File: src/rtl/slice_serial_alu.sv
// Slice-serial ALU: computes a WIDTH-bit result SLICE bits per cycle, LSB slice first.
// Define SLICE_SERIAL_ALU_OVF_EN to add the signed-overflow output ovf.
module slice_serial_alu #(
    parameter int WIDTH = 8,
    parameter int SLICE = 4
) (
    input  logic             clk,
    input  logic             rst_n,
    input  logic [WIDTH-1:0] a,
    input  logic [WIDTH-1:0] b,
    input  logic             cin,
    input  logic [2:0]       s,
    input  logic             in_valid,
    output logic             in_ready,
    output logic             out_valid,
    input  logic             out_ready,
    output logic [WIDTH-1:0] ALU_OUT,
    output logic             ALU_COUT,
    output logic             zero
`ifdef SLICE_SERIAL_ALU_OVF_EN
    ,
    output logic             ovf
`endif
);

    localparam int NSL = WIDTH / SLICE;
    localparam int CW  = (NSL > 1) ? $clog2(NSL) : 1;

    localparam logic [2:0] OP_ADD = 3'b000;
    localparam logic [2:0] OP_SUB = 3'b001;
    localparam logic [2:0] OP_AND = 3'b010;
    localparam logic [2:0] OP_OR  = 3'b011;
    localparam logic [2:0] OP_XOR = 3'b100;
    localparam logic [2:0] OP_NOT = 3'b101;
    localparam logic [2:0] OP_PSA = 3'b110;

    typedef enum logic [1:0] {IDLE, RUN, DONE} state_t;

    state_t           state, state_nxt;
    logic [WIDTH-1:0] op_a, op_b, acc, acc_nxt;
    logic [2:0]       op_s;
    logic             carry;
    logic [CW-1:0]    slice_cnt;
    logic             accept, last_slice, is_arith, slice_cout;
    logic [SLICE-1:0] a_sl, b_sl, b_eff, slice_res;
    logic [SLICE:0]   sum;
    int               sl_base;

    assign accept     = in_valid && in_ready;
    assign last_slice = (slice_cnt == CW'(NSL - 1));

    // NOTE: sequential state uses non-blocking assignments so every register
    // samples pre-edge values regardless of process ordering.
    always_ff @(posedge clk or negedge rst_n) begin
        if (!rst_n) state <= IDLE;
        else        state <= state_nxt;
    end

    // NOTE: every combinational output gets a default first so no latch is inferred.
    always_comb begin
        state_nxt = state;
        case (state)
            IDLE:    if (in_valid) state_nxt = RUN;
            RUN:     if (last_slice) state_nxt = DONE;
            DONE:    if (out_ready) state_nxt = in_valid ? RUN : IDLE;
            default: state_nxt = IDLE;
        endcase
    end

    always_comb begin
        in_ready  = (state == IDLE) || ((state == DONE) && out_ready);
        out_valid = (state == DONE);
    end

    // One slice of the datapath; the carry chain only matters for ADD/SUB.
    always_comb begin
        sl_base  = int'(slice_cnt) * SLICE;
        a_sl     = op_a[sl_base +: SLICE];
        b_sl     = op_b[sl_base +: SLICE];
        b_eff    = (op_s == OP_SUB) ? ~b_sl : b_sl;
        sum      = {1'b0, a_sl} + {1'b0, b_eff} + {{SLICE{1'b0}}, carry};
        is_arith = (op_s == OP_ADD) || (op_s == OP_SUB);
        slice_cout = is_arith && sum[SLICE];
        case (op_s)
            OP_ADD, OP_SUB: slice_res = sum[SLICE-1:0];
            OP_AND:         slice_res = a_sl & b_sl;
            OP_OR:          slice_res = a_sl | b_sl;
            OP_XOR:         slice_res = a_sl ^ b_sl;
            OP_NOT:         slice_res = ~a_sl;
            OP_PSA:         slice_res = a_sl;
            default:        slice_res = b_sl;
        endcase
        acc_nxt = acc;
        acc_nxt[sl_base +: SLICE] = slice_res;
    end

`ifdef SLICE_SERIAL_ALU_OVF_EN
    logic msb_cin;
    assign msb_cin = a_sl[SLICE-1] ^ b_eff[SLICE-1] ^ sum[SLICE-1];
`endif

    // Result registers change only on the final slice, so partial sums never leak out.
    always_ff @(posedge clk or negedge rst_n) begin
        if (!rst_n) begin
            op_a      <= '0;
            op_b      <= '0;
            op_s      <= '0;
            acc       <= '0;
            carry     <= 1'b0;
            slice_cnt <= '0;
            ALU_OUT   <= '0;
            ALU_COUT  <= 1'b0;
            zero      <= 1'b1;
`ifdef SLICE_SERIAL_ALU_OVF_EN
            ovf       <= 1'b0;
`endif
        end else if (accept) begin
            op_a      <= a;
            op_b      <= b;
            op_s      <= s;
            carry     <= cin;
            slice_cnt <= '0;
        end else if (state == RUN) begin
            acc       <= acc_nxt;
            carry     <= slice_cout;
            slice_cnt <= last_slice ? '0 : slice_cnt + 1'b1;
            if (last_slice) begin
                ALU_OUT  <= acc_nxt;
                ALU_COUT <= slice_cout;
                zero     <= (acc_nxt == '0);
`ifdef SLICE_SERIAL_ALU_OVF_EN
                ovf      <= is_arith && (msb_cin ^ sum[SLICE]);
`endif
            end
        end
    end

endmodule

File: config.mk
export PLATFORM = sky130hd
export DESIGN_NAME = slice_serial_alu
export DESIGN_NICKNAME = d
export VERILOG_FILES = /design/src/rtl/slice_serial_alu.sv
export SDC_FILE = /design/constraint.sdc
export NUM_CORES = 1
export LEC_CHECK = 0
export BUFFER_PORTS_ARGS = -buffer_cell sky130_fd_sc_hd__buf_2
export CORE_MARGIN = 2
export CORE_UTILIZATION = 30
export CTS_BUF_LIST = sky130_fd_sc_hd__clkbuf_4 sky130_fd_sc_hd__clkbuf_8
export DETAILED_ROUTE_END_ITERATION = 16
export GPL_TIMING_DRIVEN = 0
export PLACE_DENSITY = 0.57
export REMOVE_ABC_BUFFERS = 1
export SKIP_CTS_REPAIR_TIMING = 1
export SYNTH_ARGS = -nofsm -noshare
export SYNTH_HDL_FRONTEND = slang
export SYNTH_SLANG_ARGS = --single-unit
File: constraint.sdc
create_clock -name clk -period 3.87 [get_ports clk]
set_input_delay 0.1935 -clock clk [delete_from_list [all_inputs] [get_ports clk]]
set_output_delay 0.1935 -clock clk [all_outputs]
set_load 0.005 [all_outputs]
After elaboration in Yosys (flattened, before gate mapping):

Cells that the tools add are included.

* ROM bits: 0
* memory bits (writable): 0
* logic and storage cells: 61
* memories kept: 0
* bits in latches: 0
* register bits: 41
* bits of input ports: 24

* reductions and logical operators: 13
* divide/modulo/power cells: 0
* muxes and demuxes: 13
* $mul: 0
* add/subtract/negate cells: 4
* order comparisons: 0
* bitwise gates (word level): 6
* shift operators: 4
* eq/ne operators: 11

Operators by type and width (count)
* negator 3 -> 33 bit: 1
* variable shift 4 x 33 -> 8 bit, first input constant: 1
* variable part select 4 x 33 -> 8 bit: 1
* case mux 4 bit (6 select lines): 1
* variable part select 8 x 4 -> 4 bit: 2
* equality test 3 bit, second input constant: 3
* bitwise mux 8 bit: 1
* logical NOT 8 bit: 1
* inverter 4 bit: 2
* equality test 3 x 2 -> 1 bit, second input constant: 2
* two-way mux 1 bit: 6
* two-way mux 2 bit: 3
* case mux 2 bit (3 select lines): 1
* AND reduction 3 bit: 2
* adder 4 x 4 -> 5 bit: 1
* adder 5 x 1 -> 5 bit: 1
* AND 4 bit: 1
* two-way mux 4 bit: 1
* inequality test 2 bit, second input constant: 2
* OR 4 bit: 1
* bitwise XOR 4 bit: 1
* equality test 3 x 1 -> 1 bit, second input constant: 1
* logical AND 1 bit: 3
* logical NOT 3 bit: 1
* 10 further kinds: 11

Logic depth before layout (Yosys ltp):

Gate-level depths: netlist of run 1.

* depth in word-level cells: 9
* mapped depth: 12

Worst setup path before layout of run 1:

OpenSTA, ideal clock, no wires.

* path kind: register -> register
* from: register op_s[2]
* to: register zero
* clock period less this slack: 2868 ps
* path slack: 1002 ps
* arrival time: 2805 ps
* path buffers: 2
* required time: 3808 ps
* stages on the path, launching flop included: 12
* library setup time: 62 ps
* cells stage by stage: dfrtp_1 > clkbuf_8 > clkbuf_8 > nor3_1 > xnor2_1 > fa_1 > inv_1 > fa_1 > o2bb2ai_1 > a211oi_1 > o211a_1 > a32o_1

* word-level cells in the longest chain between the ends: 8

RTL lines
* start, declared: line 41 `logic [2:0] op_s;`
* start signal, assigned: line 120 `op_s <= s;`
* equality test 3 x 1 -> 1 bit: line 80, 84
* two-way mux 4 bit: line 80 `b_eff = (op_s == OP_SUB) ? ~b_sl : b_sl;`
* adder 4 x 4 -> 5 bit: line 81 `sum = {1'b0, a_sl} + {1'b0, b_eff} + {{SLICE{1'b0}}, carry};`
* adder 5 x 1 -> 5 bit: line 81
* case mux 4 bit (6 select lines) (*): line 84 `case (op_s)`
* variable part select 4 x 33 -> 8 bit (*): line 94 `acc_nxt[sl_base +: SLICE] = slice_res;`
* bitwise mux 8 bit (*): line 94
* logical NOT 8 bit (*): line 130 `zero <= (acc_nxt == '0);`
* end signal, assigned: line 130
* end, declared: line 19 `output logic zero`

Every way passes the cells marked *; elsewhere a longest branch is shown, timed or not.
A chain may end at the register's enable or synchronous reset.

Worst setup path after layout of run 1:

* from: register op_s[0]
* to: register zero

The elaborated chain is that of the path after synthesis.

==> summary.md, run 1 <==
The die extent in y is 88.5 um, and the count of TritonRoute iterations in the first routing pass is 4. After clock tree synthesis, the clock-pin slew on the worst setup and hold paths is 0.07 ns. The run gives 0.31 ns as the setup slack of the most critical reg-to-reg path. Summing the areas of all xor and xnor instances in the mapped netlist gives 2.05% of the synthesized area.

Critical path class: reg -> reg. The I/O pin count was 36; the post-detailed-route via-to-cell ratio was 4.56. The critical-path maximum fanout is 14.

The run gives 0 as the max-slew violation total from the final report. The area growth from synthesis to layout is 15.1%. Data on the critical path arrives at its endpoint at 3.79 ns.

The initial antenna violation count is 0, and the non-filler instance count after layout is 334. The final route contains 1,523 vias. The largest total area in the synthesized netlist belongs to sky130_fd_sc_hd__dfrtp_1. Once the floorplan was initialized, standard cells occupied 31.3% of the core. The synthesized-area fraction occupied by ao, oa, aoi and oai cells is 12.8%, and the clock period minus worst slack is 3.56 ns. The portion of synthesized cell area occupied by the leading cell type was 42.1%; the CTS H-tree depth was 2. The tools report the maximum count of clock buffers along a single path as 2. For the clock net sink count, the log shows 37. Entering global routing, the biggest net connects 38 pins. For the total overflow reported by the global router, the log shows 0. The area occupied by multi-input gates is 0.00107 mm^2.

Switching power share of the total: 41.0%. Power density over the cells: 990 mW/mm^2. The number of antenna diodes in the final layout is 0. After technology mapping, the gate count stands at 206. Across the VDD grid, the largest voltage drop is 0.000255 V.

The run gives 726 as the final-layout fill cell count. Buffers inserted during clock tree synthesis total 5. The synthesized design contains 37 register bits. The count of nets left with antenna violations once routing finished came out at 0.

The tools report the core box area as 0.00683 mm^2. The tools report the number of cells in the design after placement as 326. The tools report the total track usage as 12.0%. The count of endpoints failing setup in the final report was 0; the final routed DRC violation total was 0.

The final layout contains 275 nets. After synthesis, the largest family of logic cells by area is simple AND/OR/NAND/NOR gates. The first global-routing pass estimated 7120 um of wire. Sequential cells were found to cover 43.3% of the synthesized design area.

The async set or reset register ratio after synthesis is 100%, and the cell-internal power is 1.44 mW. At the end of routability-driven placement, the weighted congestion stood at 0.784. The design draws 2.44 mW. The run gives 3050 um as the placed wire-length estimate after detailed placement. In this run, the number of DRC markers left after iteration 0 of detailed routing was 50. After synthesis the cells add up to 0.00214 mm^2. After synthesis, the share of cell area in mux cells is 12.6%. Clock latency on the worst-skew pair, taken at its later pin, is 0.29 ns. The endpoint required time on the critical path was 4.10 ns.

Clock tree synthesis selected as its root buffer the cell sky130_fd_sc_hd__clkbuf_8. The x dimension of the die is 88.5 um. The final hold slack came out at 0.00884 ns. STA classifies the critical path endpoint as a flip-flop.

The most used flip-flop cell after synthesis is sky130_fd_sc_hd__dfrtp_1. During placement, the flow inserted port buffers numbering 35. The switching power of the nets is 1.00 mW, and the share of layout cells above drive strength 1 is 28.2%.

The synthesized-area fraction occupied by adder cells was 8.89%; the area share of and/or/nand/nor cells after synthesis was 13.6%. Clock skew on the completed layout was measured at 0.00462 ns. At the pin with the least slew margin, the transition time is 1.08 ns. The flow ran to the end, and the final reports show no timing, DRC or antenna violations. The sequential group share of total power was 31.0%.

After layout, the worst path uses 92.0% of the clock period. Setup repair after global routing left no endpoint under its margin. After detailed routing, the total wire length is 4150 um.

The floorplan step defined a die boundary enclosing 0.00782 mm^2. The via count of the first global-routing pass is 1,551, and the number of maximum-capacitance violations is 0. Dividing the detail-routed wire length by the instance count gives 12.4 um.

By area the synthesized netlist is led by sky130_fd_sc_hd__dfrtp_1 (42%), sky130_fd_sc_hd__mux2_2 (8.9%), sky130_fd_sc_hd__ha_1 (7.0%). The count of unique library cells instantiated by Yosys was 42. The part of the power in the clock network is 14.5%. Registers take 927 um^2.

For this design the static power due to leakage is 1.17 nW. The Yosys step of the flow raised 0 warnings. The number of flops mapped to enable cells by yosys was 0; the peak clock frequency supported by timing was 281 MHz. The logs give 54.6% for the combinational share of power and 30 for the number of standard-cell rows in the floorplan. The worst setup path is launched from a flip-flop.

The tools report the setup total negative slack as 0 ns. The tools report the final number of hold-violating endpoints as 0. The worst hold path belongs to the class in -> async.

Measured against its own limit, the worst slew margin works out to 28.3%. The post-synthesis average cell area was 10.4 um^2. TritonCTS built the clock tree.
[cell type report]
cell class,count,area share [%]
tap,96,4.88
clock buffer,7,3.66
inverter,14,2.13
timing repair buffer,35,7.11
clock inverter,1,1.22
sequential,37,37.6
multi-input combinational,144,43.4
[through the flow]
| stage | area (um^2) | util (%) | setup slack [ns] |
|---|---|---|---|
| 2_1_floorplan | 2050 | - | 1.01 |
| 3_3_place_gp | 2340 | 34.3 | 0.317 |
| 3_5_place_dp | 2340 | 34.3 | 0.339 |
| 4_1_cts | 2460 | 36.1 | 0.316 |
| 5_1_grt | 2460 | 36.1 | 0.0660 |
| 6_report | 2460 | 36.1 | 0.311 |
[flip-flops by register name, summed over array words and instances, names as in the netlist, 2 cells and up]
| register | cells |
|---|---|
| op_b | 8 |
| op_a | 8 |
| state | 2 |
| op_s | 3 |
| acc | 4 |
| ALU_OUT | 8 |
[Yosys cell counts, types with 2 or more instances]
cell type,count
sky130_fd_sc_hd__nand3b_1,3
sky130_fd_sc_hd__clkbuf_1,4
sky130_fd_sc_hd__o221ai_1,2
sky130_fd_sc_hd__inv_1,14
sky130_fd_sc_hd__a21o_1,2
sky130_fd_sc_hd__ha_1,12
sky130_fd_sc_hd__nor2_1,9
sky130_fd_sc_hd__o21ai_0,12
sky130_fd_sc_hd__mux2_2,17
sky130_fd_sc_hd__a2111oi_0,2
sky130_fd_sc_hd__o2bb2ai_1,2
sky130_fd_sc_hd__fa_1,2
sky130_fd_sc_hd__nand2b_1,3
sky130_fd_sc_hd__nor2b_1,2
sky130_fd_sc_hd__nor3_1,2
sky130_fd_sc_hd__mux2i_2,2
sky130_fd_sc_hd__a21oi_1,12
sky130_fd_sc_hd__a211oi_1,2
sky130_fd_sc_hd__buf_2,2
sky130_fd_sc_hd__nand2_1,29
sky130_fd_sc_hd__clkbuf_8,4
sky130_fd_sc_hd__xnor2_1,5
sky130_fd_sc_hd__dfrtp_1,36
sky130_fd_sc_hd__or2_2,2
sky130_fd_sc_hd__and2_1,3
sky130_fd_sc_hd__mux2i_1,5
[layout by cell type, fill, tap and decap left out, types with 2 or more instances in the layout]
master,instances
sky130_fd_sc_hd__o21ai_0,12
sky130_fd_sc_hd__xnor2_1,5
sky130_fd_sc_hd__o221ai_1,2
sky130_fd_sc_hd__nor2_1,9
sky130_fd_sc_hd__ha_1,12
sky130_fd_sc_hd__o2bb2ai_1,2
sky130_fd_sc_hd__nand3b_1,3
sky130_fd_sc_hd__mux2i_2,2
sky130_fd_sc_hd__inv_1,14
sky130_fd_sc_hd__buf_2,35
sky130_fd_sc_hd__and2_1,3
sky130_fd_sc_hd__nand2b_1,3
sky130_fd_sc_hd__or2_2,2
sky130_fd_sc_hd__a211oi_1,2
sky130_fd_sc_hd__mux2_2,17
sky130_fd_sc_hd__nor3_1,2
sky130_fd_sc_hd__a21oi_1,12
sky130_fd_sc_hd__a21o_1,2
sky130_fd_sc_hd__nor2b_1,2
sky130_fd_sc_hd__dfrtp_1,36
sky130_fd_sc_hd__fa_1,2
sky130_fd_sc_hd__a2111oi_0,2
sky130_fd_sc_hd__nand2_1,29
sky130_fd_sc_hd__mux2i_1,5
sky130_fd_sc_hd__clkbuf_8,6
[per-layer routing]
layer  GRT usage [%]  part of all wire (%)  vias to the layer above
met1            15.1                    50                      714
met2            19.5                    45                       30
li1                -                     -                      772
met4            4.82                   1.6                        0
met3            3.26                   3.6                        7
met5               0                     0                        -
[cells by family after synthesis]
| logic type | count (synthesis) |
|---|---|
| AO/OA/AOI/OAI | 41 |
| adder cells (fa/ha/maj) | 14 |
| buffers and inverters | 25 |
| multiplexers | 24 |
| XOR/XNOR | 5 |
| flip-flops | 37 |
| AND/OR/NAND/NOR | 60 |
[final timing paths]
check / startpoint / to / depth (start not counted)
worst max-delay path: op_s[0] / zero / 9
worst min-delay path: rst_n / op_s[2] / 1
worst max register to register: op_s[0] / zero / 9
worst min register to register: ALU_OUT[1] / ALU_OUT[1] / 2
max in group asynchronous: rst_n / op_a[4] / 1
min in group clk: s[0] / op_s[0] / 3
[critical path: stages (launching register included)]
cell                        delay, ns
sky130_fd_sc_hd__dfrtp_1         0.59
sky130_fd_sc_hd__inv_1           0.16
sky130_fd_sc_hd__nor3_1          0.67
sky130_fd_sc_hd__xnor2_1         0.19
sky130_fd_sc_hd__fa_1            0.51
sky130_fd_sc_hd__nor3_1          0.05
sky130_fd_sc_hd__a41o_1          0.22
sky130_fd_sc_hd__a2111oi_0       0.71
sky130_fd_sc_hd__and2_1          0.25
sky130_fd_sc_hd__a32o_1          0.16
[power groups by stage]
| stage | combinational, mW | sequential (mW) | clock [mW] |
|---|---|---|---|
| 6_report | 1.33 | 0.755 | 0.353 |
| 5_1_grt | 1.54 | 0.795 | 0.381 |
| 4_1_cts | 1.36 | 0.762 | 0.364 |
| 3_5_place_dp | 1.35 | 0.770 | 0 |
| 3_3_place_gp | 1.31 | 0.763 | 0 |
| 2_1_floorplan | 1.03 | 0.725 | 0 |
No activity file was read; power rests on OpenSTA's default activity.
==> run 2: changes to the inputs <==
--- a/config.mk
+++ b/config.mk
@@ -10,7 +10,6 @@
 export CORE_UTILIZATION = 30
 export CTS_BUF_LIST = sky130_fd_sc_hd__clkbuf_4 sky130_fd_sc_hd__clkbuf_8
 export DETAILED_ROUTE_END_ITERATION = 16
-export GPL_TIMING_DRIVEN = 0
 export PLACE_DENSITY = 0.57
 export REMOVE_ABC_BUFFERS = 1
 export SKIP_CTS_REPAIR_TIMING = 1
==> run 2 against run 1 <==
  * Maximum frequency up 17%
  * Via count is 1.7% higher
  * Combinational power rose by 4%
  * Clock-buffer cell count is 2 lower
  * Hold slack lost 0.018 ns
  * The flow now finishes with violations (hold timing)
  * Global-route usage shrank 0.13 points
  * Critical endpoint unchanged
  * Largest cell class unchanged
  * Sequential share of layout area rose by 0.17 points
  * Critical path type unchanged
  * Sequential cell count stayed put
  * Non-clock buffer count grew 3
  * Design area is 0.46% lower
==> summary.md, run 2 (synthesis results as in run 1) <==
The maximum clock skew at final layout came out at 0.00663 ns (was 0.00462 ns). Most used cells in the layout excluding fill and tap cells: sky130_fd_sc_hd__dfrtp_1 (36), sky130_fd_sc_hd__buf_2 (35), sky130_fd_sc_hd__nand2_1 (29) (unchanged). The tools report the number of diodes added for antenna fixing as 0 (unchanged). Core box area: 0.00683 mm^2 (unchanged). The count of port buffers added during placement was 35 (unchanged); the antenna violation net count after detailed routing was 0 (unchanged). The run gives 1,452 (was 1,551) as the via count of the first global-routing pass.

The clock-pin slew of the registers on the worst-case setup and hold paths was 0.08 ns (was 0.07 ns); the CTS H-tree depth was 2 (unchanged). The critical path launch point type was a flip-flop (unchanged). The total CTS buffers came out at 5 (unchanged). Area overhead of the layout relative to synthesis: 14.6% (was 15.1%). The run gives 4.11 ns (was 4.10 ns) as the endpoint required time on the critical path. The data arrival at the endpoint of the critical path is 3.27 ns (was 3.79 ns). The number of cells in the design after placement came out at 329 (was 326).

The pin slew with the least headroom to its limit is 1.08 ns (about the same). The tools report the final routed DRC violation total as 0 (unchanged). The type of the tightest min-delay check is in -> async (unchanged). Share of layout cells above drive strength 1: 29.0% (was 28.2%). The ratio of final minimum period to clock period was 78.3% (was 92.0%). The starting density of the core is 31.3% (unchanged). The post-detailed-route via-to-cell ratio came out at 4.60 (was 4.56).

The overall die area is 0.00782 mm^2 (unchanged). For the peak clock frequency supported by timing, the log shows 330 MHz (was 281 MHz). The logs give 37 (unchanged) for the clock net sink count and 85 (was 50) for the first-iteration detailed-routing DRC count.

The total vias in the final route came out at 1,549 (was 1,523). TritonCTS built the clock tree. The wire length of the first global-routing pass is 7000 um (was 7120 um).

Number of maximum-capacitance violations: 0 (unchanged). Setup repair after global routing left no endpoint under its margin. For the wire length reported by the detailed router, the log shows 4300 um (was 4150 um). The tools report the clock tree root buffer cell as sky130_fd_sc_hd__clkbuf_8 (unchanged). The flow ran to the end, but the final reports show violations.

For the non-filler instance count after layout, the log shows 337 (was 334). The count of endpoints failing setup in the final report was 0 (unchanged). Commonest non-fill, non-tap cell in the layout: sky130_fd_sc_hd__dfrtp_1 (unchanged).

The type of destination of the critical path was a flip-flop (unchanged). The tools report the final weighted congestion of routability-driven global placement as 0.841 (was 0.784). The checks that failed: hold timing. The critical-path maximum fanout was 14 (unchanged); the total track usage was 11.8% (was 12.0%). X dimension of the die: 88.5 um (unchanged). The logs give 2 (unchanged) for the maximum count of clock buffers along a single path and 38 (unchanged) for the maximum number of pins on one net before global-route repair. The max-slew violation total from the final report was 0 (unchanged). For the post-layout net count, the log shows 278 (was 275). The run gives 28.2% (was 28.3%) as the headroom to the max-slew limit.

The detail-routed net length per standard cell was 12.8 um (was 12.4 um); the placed wire-length estimate after detailed placement was 3180 um (was 3050 um). The run gives 16 (was 0) as the final number of hold-violating endpoints. For the I/O pin count, the log shows 36 (unchanged).

The critical path class was reg -> reg (unchanged). The number of standard-cell rows in the floorplan is 30 (unchanged), and the initial antenna violation count is 0 (unchanged). The leakage power is 1.17 nW (about the same), and the setup total negative slack is 0 ns (unchanged). The die extent in y was 88.5 um (unchanged); the count of TritonRoute iterations in the first routing pass was 4 (unchanged). The power density over the cells was 969 mW/mm^2 (was 990 mW/mm^2). Leading registers by flop count: ALU_OUT: 8 flops, op_a: 8 flops, op_b: 8 flops (unchanged). For the final hold slack, the log shows -0.00951 ns (was 0.00884 ns).

The clock period minus worst slack was 3.03 ns (was 3.56 ns). The total overflow reported by the global router was 0 (unchanged); the final-layout fill cell count was 725 (was 726). The run gives 0.29 ns (about the same) as the worst-skew pair later-pin latency. The largest vdd supply drop is 0.000340 V (was 0.000255 V).
[run 2: path summary, 6_finish.rpt]
path	startpoint	end	slack (ns)	cells past startpoint
worst min register to register	ALU_OUT[3]	ALU_OUT[3]	0.47	2
max in group asynchronous	rst_n	op_b[2]	3.36	1
min in group clk	cin	carry	0.11	3
worst max register to register	op_s[0]	zero	0.84	12
worst min-delay path	rst_n	ALU_OUT[1]	-0.01	1
worst max-delay path	op_s[0]	zero	0.84	12
[run 2: area by class of cell]
class / count / area, um^2 / area share (%)
Clock buffer: 5 / 68.8 / 2.81
Clock inverter: 3 / 17.5 / 0.714
Inverter: 14 / 52.6 / 2.14
Multi-Input combinational cell: 144 / 1070 / 43.6
Sequential cell: 37 / 927 / 37.8
Tap cell: 96 / 120 / 4.90
Timing Repair Buffer: 38 / 198 / 8.06
[run 2: routing by layer]
| metal | global-route usage [%] | share of wire, % | up-vias |
|---|---|---|---|
| li1 | - | - | 778 |
| met4 | 3.31 | 0.54 | 0 |
| met1 | 15.5 | 48 | 732 |
| met5 | 0 | 0 | - |
| met3 | 3.17 | 4.3 | 2 |
| met2 | 19.4 | 47 | 37 |
[run 2: per-stage QoR]
stage               util [%]  power [mW]  setup slack (ns)  area [um^2]
floorplan                  -        1.75              1.01         2050
global placement        34.6        2.12             0.977         2370
detailed placement      34.6        2.14             0.906         2370
CTS                     35.9        2.41             0.870         2450
global route            35.9        2.63             0.553         2450
finish                  35.9        2.38             0.840         2450
[run 2: power breakdown]
group	internal, mW	switching (mW)
Sequential	0.578	0.150
Combinational	0.657	0.725
Clock	0.124	0.140
[run 2: worst max-delay path, stage by stage (launching register included)]
cell and delay, ns:
sky130_fd_sc_hd__dfrtp_1 0.61, sky130_fd_sc_hd__inv_1 0.17, sky130_fd_sc_hd__nor3_1 0.22, sky130_fd_sc_hd__buf_4 0.17
sky130_fd_sc_hd__xnor2_1 0.14, sky130_fd_sc_hd__fa_1 0.23, sky130_fd_sc_hd__inv_1 0.06, sky130_fd_sc_hd__fa_1 0.39
sky130_fd_sc_hd__xnor2_1 0.19, sky130_fd_sc_hd__a21oi_1 0.10, sky130_fd_sc_hd__a221oi_2 0.35, sky130_fd_sc_hd__o211a_1 0.20
sky130_fd_sc_hd__a32o_1 0.15
